<file path="src/rtl/multicycle_control_unit_if.sv">
`default_nettype none
// ============================================================================
// Module      : multicycle_control_unit_if
// Description : Bundle between the multi-cycle control FSM and the datapath /
//               memory side. "master" is the control unit (drives every mux
//               select and enable); "slave" is the datapath (supplies the IR
//               opcode and the memory ready handshake).
// Revision    : 1.0 - initial release
// ============================================================================
interface multicycle_control_unit_if #(
  parameter int OPCODE_W = 6,
  parameter int ALUOP_W  = 2,
  parameter int CNT_W    = 32
);
  // Datapath -> control
  logic [OPCODE_W-1:0] opcode;
  logic                mem_ready;

  // Control -> datapath
  logic                pc_write;
  logic                pc_write_cond;
  logic                iord;
  logic                mem_read;
  logic                mem_write;
  logic                ir_write;
  logic                reg_dst;
  logic                mem_to_reg;
  logic                reg_write;
  logic                alu_src_a;
  logic [1:0]          alu_src_b;
  logic [ALUOP_W-1:0]  alu_op;
  logic [1:0]          pc_source;
  logic                trap;
  logic [1:0]          trap_cause;
  logic [3:0]          state;
  logic [CNT_W-1:0]    instr_retired;

  modport master (
    input  opcode, mem_ready,
    output pc_write, pc_write_cond, iord, mem_read, mem_write, ir_write,
           reg_dst, mem_to_reg, reg_write, alu_src_a, alu_src_b, alu_op,
           pc_source, trap, trap_cause, state, instr_retired
  );

  modport slave (
    output opcode, mem_ready,
    input  pc_write, pc_write_cond, iord, mem_read, mem_write, ir_write,
           reg_dst, mem_to_reg, reg_write, alu_src_a, alu_src_b, alu_op,
           pc_source, trap, trap_cause, state, instr_retired
  );
endinterface
`default_nettype wire

</file>
<file path="src/rtl/multicycle_control_unit.sv">
`default_nettype none
// ============================================================================
// Module      : multicycle_control_unit
// Description : Multi-cycle MIPS control FSM (fetch/decode/execute/memory/
//               write-back) with memory wait handshake and timeout, trap
//               state and retired-instruction counter.
//               Optional feature macro: CTRL_JUMP_EN (enables the j / JUMP
//               state; without it opcode 000010 is illegal).
// Revision    : 1.0 - initial release
// ============================================================================
module multicycle_control_unit #(
  parameter int OPCODE_W = 6,
  parameter int ALUOP_W  = 2,
  parameter int WAIT_MAX = 15,
  parameter int CNT_W    = 32
) (
  input  logic                      clk,
  input  logic                      rst_n,
  multicycle_control_unit_if.master bus
);

  localparam int WAIT_W = (WAIT_MAX > 0) ? $clog2(WAIT_MAX + 1) : 1;
  localparam bit TIMEOUT_EN = (WAIT_MAX > 0);
  localparam logic [WAIT_W-1:0] WAIT_LIM = WAIT_W'(WAIT_MAX);

  localparam logic [5:0] OP_RTYPE = 6'b000000;
  localparam logic [5:0] OP_J     = 6'b000010;
  localparam logic [5:0] OP_BEQ   = 6'b000100;
  localparam logic [5:0] OP_ADDI  = 6'b001000;
  localparam logic [5:0] OP_LW    = 6'b100011;
  localparam logic [5:0] OP_SW    = 6'b101011;

  localparam logic [1:0] CAUSE_ILLEGAL = 2'b01;
  localparam logic [1:0] CAUSE_TIMEOUT = 2'b10;

  typedef enum logic [3:0] {
    S_RESET   = 4'd0,
    S_FETCH   = 4'd1,
    S_DECODE  = 4'd2,
    S_MEMADR  = 4'd3,
    S_MEMRD   = 4'd4,
    S_MEMWB   = 4'd5,
    S_MEMWR   = 4'd6,
    S_EXEC    = 4'd7,
    S_ALUWB   = 4'd8,
    S_BRANCH  = 4'd9,
    S_JUMP    = 4'd10,
    S_ADDI_EX = 4'd11,
    S_ADDI_WB = 4'd12,
    S_TRAP    = 4'd15
  } state_t;

  state_t            state_q, state_d;
  logic [1:0]        cause_q, cause_d;
  logic [WAIT_W-1:0] wait_q, wait_d;
  logic [CNT_W-1:0]  retired_q, retired_d;

  logic [5:0]        w_op;
  logic              w_stall;
  logic              w_timeout;
  logic              w_retire;
  logic [1:0]        w_alu_op;

  assign w_op = bus.opcode[5:0];

  // A memory-wait state is stalling whenever the handshake is not ready.
  assign w_stall   = ((state_q == S_FETCH) || (state_q == S_MEMRD) || (state_q == S_MEMWR))
                     && !bus.mem_ready;
  // Counter already at the limit and still not ready: give up.
  assign w_timeout = TIMEOUT_EN && w_stall && (wait_q == WAIT_LIM);
  // Counter only runs while stalled in place; any state change or ready clears it.
  assign wait_d    = (w_stall && (state_d == state_q)) ? wait_q + WAIT_W'(1) : '0;
  // An instruction retires on the edge that returns its last state to FETCH.
  assign w_retire  = (state_d == S_FETCH) &&
                     (state_q inside {S_MEMWB, S_MEMWR, S_ALUWB, S_BRANCH, S_JUMP, S_ADDI_WB});
  assign retired_d = w_retire ? retired_q + CNT_W'(1) : retired_q;

  // State, trap cause, wait counter and retired count registers.
  always_ff @(posedge clk or negedge rst_n) begin
    if (!rst_n) begin
      state_q   <= S_RESET;
      cause_q   <= 2'b00;
      wait_q    <= '0;
      retired_q <= '0;
    end else begin
      state_q   <= state_d;
      cause_q   <= cause_d;
      wait_q    <= wait_d;
      retired_q <= retired_d;
    end
  end

  // Next-state selection and Moore decode of every datapath control.
  always_comb begin
    state_d           = state_q;
    cause_d           = cause_q;
    bus.pc_write      = 1'b0;
    bus.pc_write_cond = 1'b0;
    bus.iord          = 1'b0;
    bus.mem_read      = 1'b0;
    bus.mem_write     = 1'b0;
    bus.ir_write      = 1'b0;
    bus.reg_dst       = 1'b0;
    bus.mem_to_reg    = 1'b0;
    bus.reg_write     = 1'b0;
    bus.alu_src_a     = 1'b0;
    bus.alu_src_b     = 2'b00;
    bus.pc_source     = 2'b00;
    bus.trap          = 1'b0;
    w_alu_op          = 2'b00;
    case (state_q)
      S_RESET: state_d = S_FETCH;
      S_FETCH: begin
        bus.mem_read  = 1'b1;
        bus.alu_src_b = 2'b01;
        // IR and PC+4 are captured only on the cycle the fetch completes
        bus.ir_write  = bus.mem_ready;
        bus.pc_write  = bus.mem_ready;
        if (bus.mem_ready) state_d = S_DECODE;
      end
      S_DECODE: begin
        bus.alu_src_b = 2'b11;
        case (w_op)
          OP_LW, OP_SW: state_d = S_MEMADR;
          OP_RTYPE:     state_d = S_EXEC;
          OP_BEQ:       state_d = S_BRANCH;
          OP_ADDI:      state_d = S_ADDI_EX;
`ifdef CTRL_JUMP_EN
          OP_J:         state_d = S_JUMP;
`endif
          default: begin
            state_d = S_TRAP;
            cause_d = CAUSE_ILLEGAL;
          end
        endcase
      end
      S_MEMADR: begin
        bus.alu_src_a = 1'b1;
        bus.alu_src_b = 2'b10;
        state_d       = (w_op == OP_LW) ? S_MEMRD : S_MEMWR;
      end
      S_MEMRD: begin
        bus.mem_read = 1'b1;
        bus.iord     = 1'b1;
        if (bus.mem_ready) state_d = S_MEMWB;
      end
      S_MEMWB: begin
        bus.reg_write  = 1'b1;
        bus.mem_to_reg = 1'b1;
        state_d        = S_FETCH;
      end
      S_MEMWR: begin
        bus.mem_write = 1'b1;
        bus.iord      = 1'b1;
        if (bus.mem_ready) state_d = S_FETCH;
      end
      S_EXEC: begin
        bus.alu_src_a = 1'b1;
        w_alu_op      = 2'b10;
        state_d       = S_ALUWB;
      end
      S_ALUWB: begin
        bus.reg_write = 1'b1;
        bus.reg_dst   = 1'b1;
        state_d       = S_FETCH;
      end
      S_BRANCH: begin
        bus.alu_src_a     = 1'b1;
        w_alu_op          = 2'b01;
        bus.pc_source     = 2'b01;
        bus.pc_write_cond = 1'b1;
        state_d           = S_FETCH;
      end
      S_ADDI_EX: begin
        bus.alu_src_a = 1'b1;
        bus.alu_src_b = 2'b10;
        state_d       = S_ADDI_WB;
      end
      S_ADDI_WB: begin
        bus.reg_write = 1'b1;
        state_d       = S_FETCH;
      end
`ifdef CTRL_JUMP_EN
      S_JUMP: begin
        bus.pc_write  = 1'b1;
        bus.pc_source = 2'b10;
        state_d       = S_FETCH;
      end
`endif
      S_TRAP: bus.trap = 1'b1;
      // Unused encodings recover through a clean restart
      default: state_d = S_RESET;
    endcase
    if (w_timeout) begin
      state_d = S_TRAP;
      cause_d = CAUSE_TIMEOUT;
    end
  end

  assign bus.alu_op        = ALUOP_W'(w_alu_op);
  assign bus.trap_cause    = cause_q;
  assign bus.state         = state_q;
  assign bus.instr_retired = retired_q;

endmodule
`default_nettype wire

</file>
<file path="src/flat_wrapper.sv">
// flat-port wrapper written by rule: the top's interface ports become plain ports
module multicycle_control_unit_flat 
#(
  parameter int OPCODE_W = 6,
  parameter int ALUOP_W  = 2,
  parameter int WAIT_MAX = 15,
  parameter int CNT_W    = 32
)
  (clk, rst_n, bus_opcode, bus_mem_ready, bus_pc_write, bus_pc_write_cond, bus_iord, bus_mem_read, bus_mem_write, bus_ir_write, bus_reg_dst, bus_mem_to_reg, bus_reg_write, bus_alu_src_a, bus_alu_src_b, bus_alu_op, bus_pc_source, bus_trap, bus_trap_cause, bus_state, bus_instr_retired);
  multicycle_control_unit_if #(.OPCODE_W(OPCODE_W), .ALUOP_W(ALUOP_W), .CNT_W(CNT_W)) bus_i ();
  input  logic clk;
  input  logic rst_n;
  input wire logic [$bits(bus_i.opcode)-1:0] bus_opcode;
  input wire logic [$bits(bus_i.mem_ready)-1:0] bus_mem_ready;
  output wire logic [$bits(bus_i.pc_write)-1:0] bus_pc_write;
  output wire logic [$bits(bus_i.pc_write_cond)-1:0] bus_pc_write_cond;
  output wire logic [$bits(bus_i.iord)-1:0] bus_iord;
  output wire logic [$bits(bus_i.mem_read)-1:0] bus_mem_read;
  output wire logic [$bits(bus_i.mem_write)-1:0] bus_mem_write;
  output wire logic [$bits(bus_i.ir_write)-1:0] bus_ir_write;
  output wire logic [$bits(bus_i.reg_dst)-1:0] bus_reg_dst;
  output wire logic [$bits(bus_i.mem_to_reg)-1:0] bus_mem_to_reg;
  output wire logic [$bits(bus_i.reg_write)-1:0] bus_reg_write;
  output wire logic [$bits(bus_i.alu_src_a)-1:0] bus_alu_src_a;
  output wire logic [$bits(bus_i.alu_src_b)-1:0] bus_alu_src_b;
  output wire logic [$bits(bus_i.alu_op)-1:0] bus_alu_op;
  output wire logic [$bits(bus_i.pc_source)-1:0] bus_pc_source;
  output wire logic [$bits(bus_i.trap)-1:0] bus_trap;
  output wire logic [$bits(bus_i.trap_cause)-1:0] bus_trap_cause;
  output wire logic [$bits(bus_i.state)-1:0] bus_state;
  output wire logic [$bits(bus_i.instr_retired)-1:0] bus_instr_retired;
  assign bus_i.opcode = bus_opcode;
  assign bus_i.mem_ready = bus_mem_ready;
  assign bus_pc_write = bus_i.pc_write;
  assign bus_pc_write_cond = bus_i.pc_write_cond;
  assign bus_iord = bus_i.iord;
  assign bus_mem_read = bus_i.mem_read;
  assign bus_mem_write = bus_i.mem_write;
  assign bus_ir_write = bus_i.ir_write;
  assign bus_reg_dst = bus_i.reg_dst;
  assign bus_mem_to_reg = bus_i.mem_to_reg;
  assign bus_reg_write = bus_i.reg_write;
  assign bus_alu_src_a = bus_i.alu_src_a;
  assign bus_alu_src_b = bus_i.alu_src_b;
  assign bus_alu_op = bus_i.alu_op;
  assign bus_pc_source = bus_i.pc_source;
  assign bus_trap = bus_i.trap;
  assign bus_trap_cause = bus_i.trap_cause;
  assign bus_state = bus_i.state;
  assign bus_instr_retired = bus_i.instr_retired;
  multicycle_control_unit #(.OPCODE_W(OPCODE_W), .ALUOP_W(ALUOP_W), .WAIT_MAX(WAIT_MAX), .CNT_W(CNT_W)) u_core (.clk(clk), .rst_n(rst_n), .bus(bus_i));
endmodule
</file>
<file path="config.mk">
export PLATFORM = sky130hd
export DESIGN_NAME = multicycle_control_unit_flat
export DESIGN_NICKNAME = d
export VERILOG_FILES = /design/src/rtl/multicycle_control_unit_if.sv /design/src/rtl/multicycle_control_unit.sv /design/src/flat_wrapper.sv
export SDC_FILE = /design/constraint.sdc
export NUM_CORES = 1
export LEC_CHECK = 0
export ABC_CLOCK_PERIOD_IN_PS = 2200
export CAP_MARGIN = 20
export CORE_MARGIN = 5
export CORE_UTILIZATION = 48
export CTS_CLUSTER_DIAMETER = 80
export CTS_CLUSTER_SIZE = 30
export DETAILED_ROUTE_END_ITERATION = 8
export PLACE_DENSITY_LB_ADDON = 0.1
export REMOVE_ABC_BUFFERS = 1
export SLEW_MARGIN = 10
export SYNTH_ARGS = -nofsm -noshare
export SYNTH_HDL_FRONTEND = slang
export SYNTH_SLANG_ARGS = --single-unit
</file>
<file path="constraint.sdc">
create_clock -name clk -period 2.2 [get_ports clk]
set_input_delay 0.22 -clock clk [delete_from_list [all_inputs] [get_ports clk]]
set_output_delay 0.22 -clock clk [all_outputs]
set_load 0.005 [all_outputs]
</file>
Word-level counts from Yosys, hierarchy flattened
Cells that the tools add are included.
{"block": "op_classes", "multipliers": 0, "reduce_logical": 20, "n_div": 0, "add_sub_neg": 2, "n_bitwise": 0, "n_eq_ne": 21, "n_shift": 0, "muxes": 24, "magnitude_cmp": 0}
{"cell": "$pmux W4 S9", "count": 1}
{"cell": "$add A32 B1 Y32 const B", "count": 1}
{"cell": "$eq A4 B4 Y1 const B", "count": 7}
{"cell": "$mux W4", "count": 5}
{"cell": "$eq A4 B3 Y1 const B", "count": 4}
{"cell": "$pmux W4 S4", "count": 1}
{"cell": "$eq A6 B6 Y1 const B", "count": 2}
{"cell": "$mux W1", "count": 11}
{"cell": "$reduce_or A5 Y1", "count": 2}
{"cell": "$eq A4 B1 Y1 const B", "count": 2}
{"cell": "$eq A4 B2 Y1 const B", "count": 2}
{"cell": "$mux W2", "count": 4}
{"cell": "$reduce_or A2 Y1", "count": 4}
{"cell": "$eq A6 B3 Y1 const B", "count": 1}
{"cell": "$eq A6 B4 Y1 const B", "count": 1}
{"cell": "$logic_not A6 Y1", "count": 1}
{"cell": "$pmux W2 S3", "count": 1}
{"cell": "$reduce_bool A6 Y1", "count": 1}
{"cell": "$add A4 B1 Y4 const B", "count": 1}
{"cell": "$eq A4 B4 Y1", "count": 1}
{"cell": "$logic_and A1 B1 Y1", "count": 4}
{"cell": "$logic_not A4 Y1", "count": 1}
{"cell": "$pmux W2 S2", "count": 1}
{"cell": "$reduce_or A4 Y1", "count": 1}
{"cell": "6 further kinds", "count": 7}
{"block": "totals", "ff_bits": 42, "memories": 0, "ram_bits": 0, "output_inout_bits": 55, "rom_bits": 0, "latch_bits": 0}

Longest topological paths before layout
{"block": "depth", "ltp_word": 9, "depth_mapped": 7, "depth_no_buf": 6}

Worst setup path before layout
Ideal clock, no wire load.
{"block": "synth_path", "kind": "register to register", "from": "register u_core.state_q[2], in the netlist u_core.bus.state[2]", "to": "register u_core.retired_q[17], in the netlist u_core.bus.instr_retired[17]", "path_stages_with_launch": 8, "path_buffers": 2, "arrival_time_ps": 1454, "period_less_slack_ps": 1579, "required_time_ps": 2075, "path_slack_ps": 621, "setup_ps": 125, "cell_sequence": "dfrtp_1 buf_6 nand2b_1 a21oi_2 o21ba_2 buf_4 nand3_1 xnor2_1"}
{"block": "synth_via", "elab_chain_cells": 8, "word_cells_on_any_way": 27, "classes_between": "eq/ne (14); mux (5); reduce/logical (8)"}
{"item": "start, declared", "line_no": "multicycle_control_unit.sv:53", "rtl": "state_t state_q, state_d;"}
{"item": "start signal, assigned", "line_no": "multicycle_control_unit.sv:86", "rtl": "state_q <= state_d;"}
{"item": "branches (longest 7 deep; another with $pmux W4 S9)"}
{"item": "$logic_and A1 B1 Y1 *", "line_no": "multicycle_control_unit.sv:74", "rtl": "assign w_retire = (state_d == S_FETCH) &&"}
{"item": "end signal, assigned", "line_no": "multicycle_control_unit.sv:89", "rtl": "retired_q <= retired_d;"}
{"item": "end, declared", "line_no": "multicycle_control_unit.sv:56", "rtl": "logic [CNT_W-1:0] retired_q, retired_d;"}
Every way passes the cells marked *.
A chain may end at the register's enable or synchronous reset.

Worst setup path in the final report
{"block": "layout_path", "from": "register u_core.state_q[1], in the netlist u_core.bus.state[1]", "to": "output port bus_pc_source[0]"}
{"block": "layout_via", "elab_chain_cells": 2}
{"item": "$eq A4 B4 Y1", "line_no": "multicycle_control_unit.sv:111", "rtl": "case (state_q)"}
{"item": "$mux W1", "line_no": "multicycle_control_unit.sv:111"}
{"item": "end, declared", "line_no": "flat_wrapper.sv:27", "rtl": "output wire logic [$bits(bus_i.pc_source)-1:0] bus_pc_source;"}
Every way passes these cells.

==> flow_summary.toml <==
[global_route]
grt_pass1_vias = 1859
met1_usage = 0.2243
busiest_layer = "met2"
grt_first_pass_wirelength_mm = 8.659
grt_overflow = 0
grt_max_degree = 27
antenna_found_initial = 0
grtUsageMet2 = 0.2937
met3_usage = 0.03670
grt_usage = 0.1738

[logic_synthesis]
synth_area_leaders = "dfrtp_1 46%, xnor2_1 10%, nand3_1 4.6%"
yosysMostFrequentCell = "dfrtp_1"
synth_ff_type = "dfrtp_1"
syn_area_per_cell_um2 = 9.709
synth.distinct_cells = 46
synth_top_area_frac = 0.4646
seq_area_frac_synth = 0.4646
async_flop_share = 1.000
synth_edf_count = 0
synthTopCellsByCount = "42 x dfrtp_1, 26 x xnor2_1, 22 x nand2_1, 21 x nand3_1, 17 x nor2_1"
ys_ff_latch = 42
netlist_instances = 233
syn_area_um2 = 2262
ys.warnings.count = 0
synth_top_cell_by_area = "dfrtp_1"

[clocking]
clkTransAtPathRegs_ns = 0.09
cts_made_buffers = 5
cts_buffer_depth = 2
cts_tree = "done"
clock_sinks = 42
htreeDepth = 2
root_buffer = "clkbuf_8"
clock_latency_ns = 0.29

[setup_path]
crit_path_max_incr_delay_ns = 0.54
crit_buf_inv = 1
critPathLaunchType = "flip-flop"
r2r-start = "u_core.wait_q[0]"
critical_path_depth = 3
reg2regPathDepth = 6
critPathMaxFanout = 10
end_kind = "primary output"
slowest_stage = "clkdlybuf4s50_1"
crit_start = "u_core.bus.state[1]"
critPathTopFamily = "buffers and inverters"
crit_required_ns = 1.98
ff2ff_setup_slack_ns = 0.39
cp_data_arrival_time_ns = 1.84
path_class = "flip-flop to primary output"
crit_chain = "nand2b_2 > nor2_1 > clkdlybuf4s50_1"
r2r-end = "u_core.wait_q[3]"

[power]
power.total_mw = 2.693
vdd_ir_drop_max_mv = 0.4941
power.leakage_nw = 1.233
power.density_nw_per_um2 = 894.7

[placement]
place_inst = 341
hpwlAfterDp_mm = 3.870
portBuffers = 62
placedInstanceArea_um2 = 2907
place_congestion = 0.8006

[timing]
maxSlewViolCount = 0
rsz0062_at_grt = "false"
hold_viol_final = 0
setup_violations = 0
fmax_ghz = 0.4865
worst_clock_skew_ns = 0.01069
min_period_ns = 2.055
period_share = 0.9343
holdWs_ns = 0.3852
final.setup.tns_ns = 0

[floorplanning]
die_w_um = 78.65
initial_utilization = 0.4854
rows = 25
die_area_um2 = 6186
fp.dieH_um = 78.65
ios = 64
core_area_um2 = 4661

[detailed_routing]
drtAntennaViolNets = 0
drc = 0
avgViaCountPerCell = 5.474
firstDrtPassIters = 4
first_iter_violations = 81
drt-total-wl_mm = 5.153
wl_per_cell_um = 14.72
vias = 1916

[finish]
drive_above_1_share = 0.09459
fillers = 413
n_antenna_cell = 0
layoutNonFillerInstCount = 350
design_area_um2 = 3010
fin_nets = 306
syn2layout_area_growth_pct = 33.08

[worst_hold_path]
hold_path.class = "primary input to async pin"

[run]
drv_cap = 0

[run_status]
outcome = "finished, final reports clean"
==> placed cells by master, fill, tap and decap left out, drive strengths merged, types with 2 or more instances in the layout <==
| master | n |
|---|---|
| clkdlybuf4s50 | 61 |
| dfrtp | 42 |
| xnor2 | 26 |
| nand2 | 22 |
| nand3 | 21 |
| nor2 | 18 |
| xor2 | 10 |
| nor3 | 9 |
| and3 | 8 |
| buf | 8 |
| nand4 | 7 |
| nand2b | 7 |
| o21ai | 7 |
| clkbuf | 6 |
| a21oi | 6 |
| nor4 | 4 |
| and4 | 4 |
| a21boi | 3 |
| nand3b | 2 |
| inv | 2 |
| ha | 2 |
| and2 | 2 |
| o21ba | 2 |
| clkinv | 2 |
==> what timing repair did <==
| item | in CTS | in global routing |
|---|---|---|
| gates resized for setup | 0 | 4 |
| endpoints found under the hold margin | 16 | 0 |
| endpoints found under the setup margin | 0 | 7 |
| hold buffers | 1 | 0 |
| setup buffers | 0 | 0 |
==> power breakdown <==
group | switching, mW | internal (mW) | leakage (nW) | total (mW)
Combinational | 0.520 | 0.629 | 0.631 | 1.15
Clock | 0.267 | 0.224 | 0.0452 | 0.491
Sequential | 0.174 | 0.880 | 0.557 | 1.05
Total | 0.960 | 1.73 | 1.23 | 2.69
==> how the worst max path moves through the flow <==
stage                                   end  slack, ns
2_1_floorplan  u_core.bus.instr_retired[18]       0.43
3_3_place_gp   u_core.bus.instr_retired[18]       0.24
3_5_place_dp   u_core.bus.instr_retired[18]       0.18
4_1_cts                        bus_pc_write       0.01
5_1_grt                    bus_alu_src_b[0]      0.007
6_report                   bus_pc_source[0]       0.14
==> sequential cells by signal, summed over array words and instances, names as in the netlist <==
signal / count
u_core.bus.instr_retired: 32
u_core.bus.state: 4
u_core.wait_q: 4
u_core.bus.trap_cause: 2
==> stage by stage <==
step	worst slack, ns	utilization
2_1_floorplan	0.4311	-
3_3_place_gp	0.2391	0.6236
3_5_place_dp	0.1835	0.6236
4_1_cts	0.009504	0.6443
5_1_grt	0.006509	0.6459
6_report	0.1445	0.6459
==> kinds of logic after synthesis <==
group / after synthesis / synth area share
flip-flops: 42 / 0.4646
XOR/XNOR: 36 / 0.1427
buffers and inverters: 17 / 0.04369
other: 1 / 0.001658
AO/OA/AOI/OAI: 27 / 0.08519
AND/OR/NAND/NOR: 108 / 0.2511
adder cells (fa/ha/maj): 2 / 0.01106
==> worst reg2reg max path: stages (launching register included) <==
cell and delay [ns]:
dfrtp_1 0.38, ha_1 0.22, nand3_1 0.12, nor3_1 0.35, nand2_1 0.10, a32oi_1 0.40, nor3_1 0.11
==> routing by layer <==
layer | up-vias | wire (µm)
met5 | - | 0
li1 | 930 | -
met1 | 926 | 2355
met3 | 5 | 262
met2 | 55 | 2491
met4 | 0 | 42
==> cell type report <==
| type | instances | area [µm²] | area share |
|---|---|---|---|
| Clock buffer | 6 | 72.57 | 0.02411 |
| Clock inverter | 2 | 13.76 | 0.004572 |
| Inverter | 2 | 7.507 | 0.002494 |
| Multi-Input combinational cell | 174 | 1117 | 0.3712 |
| Sequential cell | 42 | 1054 | 0.3500 |
| Tap cell | 54 | 67.56 | 0.02244 |
| Timing Repair Buffer | 70 | 678.2 | 0.2253 |
No activity file was read; power rests on OpenSTA's default activity.
